--- config.mk ---
export PLATFORM = sky130hd
export DESIGN_NAME = instr_fetch_unit
export DESIGN_NICKNAME = d
export VERILOG_FILES = /design/src/rtl/instr_fetch_unit.sv
export SDC_FILE = /design/constraint.sdc
export NUM_CORES = 1
export LEC_CHECK = 0
export ABC_CLOCK_PERIOD_IN_PS = 1700
export CORE_MARGIN = 2
export CORE_UTILIZATION = 36
export CTS_BUF_LIST = sky130_fd_sc_hd__clkbuf_4 sky130_fd_sc_hd__clkbuf_8
export DETAILED_ROUTE_END_ITERATION = 6
export PLACE_DENSITY = 0.67
export SKIP_LAST_GASP = 1
export SLEW_MARGIN = 5
export SYNTH_ARGS = -nofsm -noshare
export SYNTH_HDL_FRONTEND = slang
export SYNTH_SLANG_ARGS = --single-unit
--- constraint.sdc ---
create_clock -name clk -period 1.7 [get_ports clk]
set_input_delay 0.34 -clock clk [delete_from_list [all_inputs] [get_ports clk]]
set_output_delay 0.34 -clock clk [all_outputs]
set_load 0.005 [all_outputs]
--- src/rtl/instr_fetch_unit.sv ---
// Instruction fetch front-end for the synchronous 128x8 program ROM: owns the PC,
// hides the ROM read latency and presents sized instructions over valid/ready.
// Optional stall counter enabled by defining IFU_PERF_CNT_EN.
module instr_fetch_unit #(
  parameter int         ROM_DEPTH = 128,
  parameter logic [7:0] RESET_PC  = 8'h00
) (
  input  logic        clk,
  input  logic        reset,
  output logic [7:0]  rom_address,
  input  logic [7:0]  rom_data,
  output logic        instr_valid,
  input  logic        instr_ready,
  output logic [7:0]  instr_opcode,
  output logic [7:0]  instr_operand,
  output logic        instr_len2,
  output logic [7:0]  instr_pc,
  input  logic        branch_take,
  input  logic [7:0]  branch_target,
  output logic [15:0] stall_cycles
);

  localparam logic [7:0] ADDR_MASK = 8'(ROM_DEPTH - 1);

  typedef enum logic [1:0] {
    ST_ISSUE    = 2'd0,
    ST_CAPT_OP  = 2'd1,
    ST_CAPT_OPR = 2'd2,
    ST_HOLD     = 2'd3
  } state_t;

  state_t     r_state;
  logic [7:0] r_pc;
  logic [7:0] r_fetch_ptr;
  logic       r_valid;
  logic [7:0] r_opcode;
  logic [7:0] r_operand;
  logic       r_len2;
  logic [7:0] r_instr_pc;

  state_t     w_state_nx;
  logic [7:0] w_pc_nx;
  logic [7:0] w_fetch_ptr_nx;
  logic       w_valid_nx;
  logic [7:0] w_opcode_nx;
  logic [7:0] w_operand_nx;
  logic       w_len2_nx;
  logic [7:0] w_instr_pc_nx;
  logic [7:0] w_pc_plus1;
  logic [7:0] w_pc_step;
  logic       w_data_len2;

  // Only the ALU group (high nibble 4) is a single byte; everything else carries an operand.
  function automatic logic is_len2(input logic [7:0] op);
    return (op[7:4] != 4'h4);
  endfunction

  assign w_pc_plus1  = (r_pc + 8'd1) & ADDR_MASK;
  assign w_pc_step   = (r_pc + (r_len2 ? 8'd2 : 8'd1)) & ADDR_MASK;
  assign w_data_len2 = is_len2(rom_data);

  // Next-state and next-output computation; branch overrides every state.
  always_comb begin
    w_state_nx     = r_state;
    w_pc_nx        = r_pc;
    w_fetch_ptr_nx = r_fetch_ptr;
    w_valid_nx     = r_valid;
    w_opcode_nx    = r_opcode;
    w_operand_nx   = r_operand;
    w_len2_nx      = r_len2;
    w_instr_pc_nx  = r_instr_pc;
    if (branch_take) begin
      w_state_nx     = ST_ISSUE;
      w_pc_nx        = branch_target & ADDR_MASK;
      w_fetch_ptr_nx = branch_target & ADDR_MASK;
      w_valid_nx     = 1'b0;
    end else begin
      case (r_state)
        ST_ISSUE: begin
          w_fetch_ptr_nx = w_pc_plus1;
          w_state_nx     = ST_CAPT_OP;
        end
        ST_CAPT_OP: begin
          w_opcode_nx   = rom_data;
          w_len2_nx     = w_data_len2;
          w_operand_nx  = 8'h00;
          w_instr_pc_nx = r_pc;
          if (w_data_len2) begin
            w_state_nx = ST_CAPT_OPR;
            w_valid_nx = 1'b0;
          end else begin
            w_state_nx = ST_HOLD;
            w_valid_nx = 1'b1;
          end
        end
        ST_CAPT_OPR: begin
          w_operand_nx = rom_data;
          w_state_nx   = ST_HOLD;
          w_valid_nx   = 1'b1;
        end
        ST_HOLD: begin
          if (instr_ready) begin
            w_pc_nx        = w_pc_step;
            w_fetch_ptr_nx = w_pc_step;
            w_state_nx     = ST_ISSUE;
            w_valid_nx     = 1'b0;
          end else begin
            w_state_nx = ST_HOLD;
            w_valid_nx = 1'b1;
          end
        end
        default: begin
          w_state_nx     = ST_ISSUE;
          w_fetch_ptr_nx = r_pc;
          w_valid_nx     = 1'b0;
        end
      endcase
    end
  end

  // State and registered outputs; reset beats branch.
  always_ff @(posedge clk) begin
    if (reset) begin
      r_state     <= ST_ISSUE;
      r_pc        <= RESET_PC;
      r_fetch_ptr <= RESET_PC;
      r_valid     <= 1'b0;
      r_opcode    <= 8'h00;
      r_operand   <= 8'h00;
      r_len2      <= 1'b0;
      r_instr_pc  <= 8'h00;
    end else begin
      r_state     <= w_state_nx;
      r_pc        <= w_pc_nx;
      r_fetch_ptr <= w_fetch_ptr_nx;
      r_valid     <= w_valid_nx;
      r_opcode    <= w_opcode_nx;
      r_operand   <= w_operand_nx;
      r_len2      <= w_len2_nx;
      r_instr_pc  <= w_instr_pc_nx;
    end
  end

  assign rom_address   = r_fetch_ptr;
  assign instr_valid   = r_valid;
  assign instr_opcode  = r_opcode;
  assign instr_operand = r_operand;
  assign instr_len2    = r_len2;
  assign instr_pc      = r_instr_pc;

`ifdef IFU_PERF_CNT_EN
  logic [15:0] r_stall;

  // Saturating count of cycles where a presented instruction is refused.
  always_ff @(posedge clk) begin
    if (reset) begin
      r_stall <= 16'h0000;
    end else if (r_valid && !instr_ready && !branch_take && (r_stall != 16'hFFFF)) begin
      r_stall <= r_stall + 16'd1;
    end else begin
      r_stall <= r_stall;
    end
  end

  assign stall_cycles = r_stall;
`else
  assign stall_cycles = 16'h0000;
`endif

endmodule

==> out/results.ini <==
[power]
share_seq_of_total_power=0.508
p_int_mw=1.49
p_per_area_nw_per_um2=690
pwr-share-comb=0.184
report.power.total_mw=2.03
leakagePower_nw=1.09
power.ir.vdd_worst_mv=0.300
power.share.clock=0.308
switchingPower_mw=0.549
sw_frac_of_total=0.270

[route]
top_signal_layer_used=met4
met1_length_um=2280
drt_iter0_drc=77
detail-route-antenna-nets=0
first_pass_iters=4
detail_route.vias_per_cell=4.72
dr_wl_met2_um=2420
routed_wire_length_per_instance_um=12.3
post-route-drc-count=0
routed_wl_um=4950
routed_wl_met3_um=181
detailroute.via_count=1903

[floorplan]
initial_utilization=0.368
die_area_sq_um=6660
die_width_um=81.6
site_row_count=28
die_h_um=81.6
floorplan.core_area_sq_um=5890
design.portCount=70

[sta]
timing_max_transition_violations_final=0
grt_setup_unrepaired=yes
fin_worst_skew_ns=0.00709
period_needed_ns=1.70
setup_violations=0
max_freq_mhz=589
fin_setup_tns_ns=0
hold_viol_final=0
period_utilization=0.999

[cts]
cts-buffers-inserted=5
cts_tree=built
cts_num_sinks=41
h-tree-depth=2
cts_root_buf=clkbuf_8
clk_pin_slew_ns=0.08
max-clock-path-buffers=2
clkLatencyLatePin_ns=0.29

[final_layout]
nNetsFinal=356
final_core_utilization=0.501
layout_common_cells=nand2_1 (53), clkdlybuf4s50_1 (50), dfxtp_1 (39)
final_common_cell=nand2_1
stdcell_count=403
number_of_antenna_repair_diodes=0
layout-drive-gt1-share=0.198
area_overhead_vs_synth_pct=36.1

[hold_path]
min_path_cells=2
worst_hold_path_type=flop to flop

[critical_path]
worst_r2r_src=instr_len2
critical-path-slowest-cell=fa_2
critical_path.top_delay_family=adder cells
startpoint=instr_len2
timing.critical_path.depth=7
worstSetupEndpoint=rom_address[6]
worst-endpoint-arrival_ns=1.88
critical_path_class=flop to flop
cp_endpoint_kind=flop
crit-reg2reg-capture=rom_address[6]
rrSetupSlack_ns=0.002
worstSetupStartpointType=flop
required_ns=1.88
crit_path_max_fanout=5
critPathMaxStageDelay_ns=0.36
worst-r2r-cell-count=7
crit_chain=inv_2, ha_4, fa_2, mux2i_4, nor3_1, o311ai_1, a21oi_1
critical_path.n_buffers_inverters=1

[placed_design]
port_buffers=50
place.detailed.hpwl_um=3790
routabilityCongestion=0.818
dp_cells=394

[grt]
globalRouteOverflowTotal=0
total_track_usage=0.154
wire_length_of_the_first_global_routing_pass_um=7910
initial_antenna_violation_count=0
grt_start_max_net_pins=21
grt_pass1_vias=1685

[synthesis]
synth_enable_flop_cells=0
syn_std_cell_area_sq_um=2170
post_synth_num_cell_types=46
seq_cells_post_synth=41
postSynthAreaPerCell_sq_um=8.50
yosysWarnings=0
synth_top_flop_cell=dfxtp_1
async_reset_ff_frac=0
postSynthCellCount=255
sequential_to_total_area_share_from_yosys_stat=0.379

[status]
status=finished clean

[job]
drv.max_cap_violation_count=0

==> final cells by class <==
class,count,area [sq um]
Clock inverter,3,17.5
Multi-Input combinational cell,189,1160
Clock buffer,5,68.8
Timing Repair Buffer,83,761
Inverter,7,26.3
Sequential cell,41,823
Tap cell,75,93.8
Fill cell,585,2940
==> through the flow <==
step	instance area [sq um]	setup slack, ns	hold WS (ns)
3_3_place_gp	2830	-0.0220	0.439
6_report	2950	0.00178	0.454
4_1_cts	2920	-0.0390	0.455
2_1_floorplan	2240	0.00392	0.445
5_1_grt	2950	-0.107	0.472
3_5_place_dp	2830	-0.0318	0.443
==> registers in the layout, summed over array words and instances, names as in the netlist <==
register,count
instr_operand,8
r_state,2
r_pc,7
instr_opcode,8
instr_pc,7
instr_valid,1
instr_len2,1
rom_address,7
==> power by group through the flow <==
stage	clock network [mW]	registers [mW]	logic (mW)
finish	0.626	1.03	0.374
global route	0.684	1.04	0.412
CTS	0.642	1.03	0.368
detailed placement	0	1.05	0.364
global placement	0	1.05	0.361
floorplan	0	1.05	0.220
==> how the worst min path moves through the flow <==
stage                          start               end  slack [ns]
floorplan             rom_address[4]    rom_address[4]        0.44
global placement    instr_operand[7]  instr_operand[7]        0.44
detailed placement  instr_operand[4]  instr_operand[4]        0.44
CTS                 instr_operand[4]  instr_operand[4]        0.46
global route        instr_operand[1]  instr_operand[1]        0.47
finish              instr_operand[4]  instr_operand[4]        0.45
==> synth_stat cells (2+ instances only) <==
| master | count | share of area |
|---|---|---|
| nand2_1 | 53 | 0.092 |
| xnor2_1 | 6 | 0.024 |
| a211o_1 | 3 | 0.012 |
| buf_2 | 4 | 0.0092 |
| o311ai_1 | 2 | 0.0081 |
| ha_1 | 8 | 0.046 |
| a311oi_1 | 4 | 0.016 |
| o21ai_0 | 2 | 0.0046 |
| nand3_1 | 10 | 0.023 |
| buf_4 | 22 | 0.076 |
| nor3_1 | 5 | 0.012 |
| nor2b_1 | 3 | 0.0087 |
| nand3_2 | 2 | 0.0092 |
| inv_1 | 6 | 0.010 |
| a21oi_1 | 32 | 0.074 |
| buf_8 | 2 | 0.014 |
| nand4_1 | 2 | 0.0058 |
| o21a_1 | 3 | 0.010 |
| clkbuf_1 | 4 | 0.0069 |
| a2111oi_2 | 2 | 0.014 |
| a211oi_1 | 3 | 0.010 |
| mux2i_1 | 2 | 0.0092 |
| dfxtp_1 | 41 | 0.38 |
| nor2_1 | 10 | 0.017 |
| and2b_2 | 2 | 0.0081 |
| o21ai_1 | 2 | 0.0046 |
==> per-layer routing <==
layer  global-route usage  vias up
met5                    0        -
met4               0.0450        0
met3               0.0308        5
met2                0.251       46
met1                0.206      878
li1                     -      974
==> tightest hold or removal path, cell delays in order, from the launching register on <==
cell	delay (ns)
dfxtp_1	0.31
nand2_1	0.05
a21oi_1	0.05
==> cells by family after synthesis <==
family                   synth area share
AND/OR/NAND/NOR                     0.204
XOR/XNOR                           0.0242
flip-flops                          0.379
buffers and inverters               0.129
adder cells (fa/ha/maj)            0.0554
AO/OA/AOI/OAI                       0.187
multiplexers                       0.0196
other                             0.00173
==> what timing repair did <==
action	in CTS	in global routing
gates cloned	0	0
pin swaps	2	3
setup buffers	0	1
endpoints found under the setup margin	5	7
hold buffers	0	0
gates resized for setup	1	6
Power figures use the tool's default switching activity.
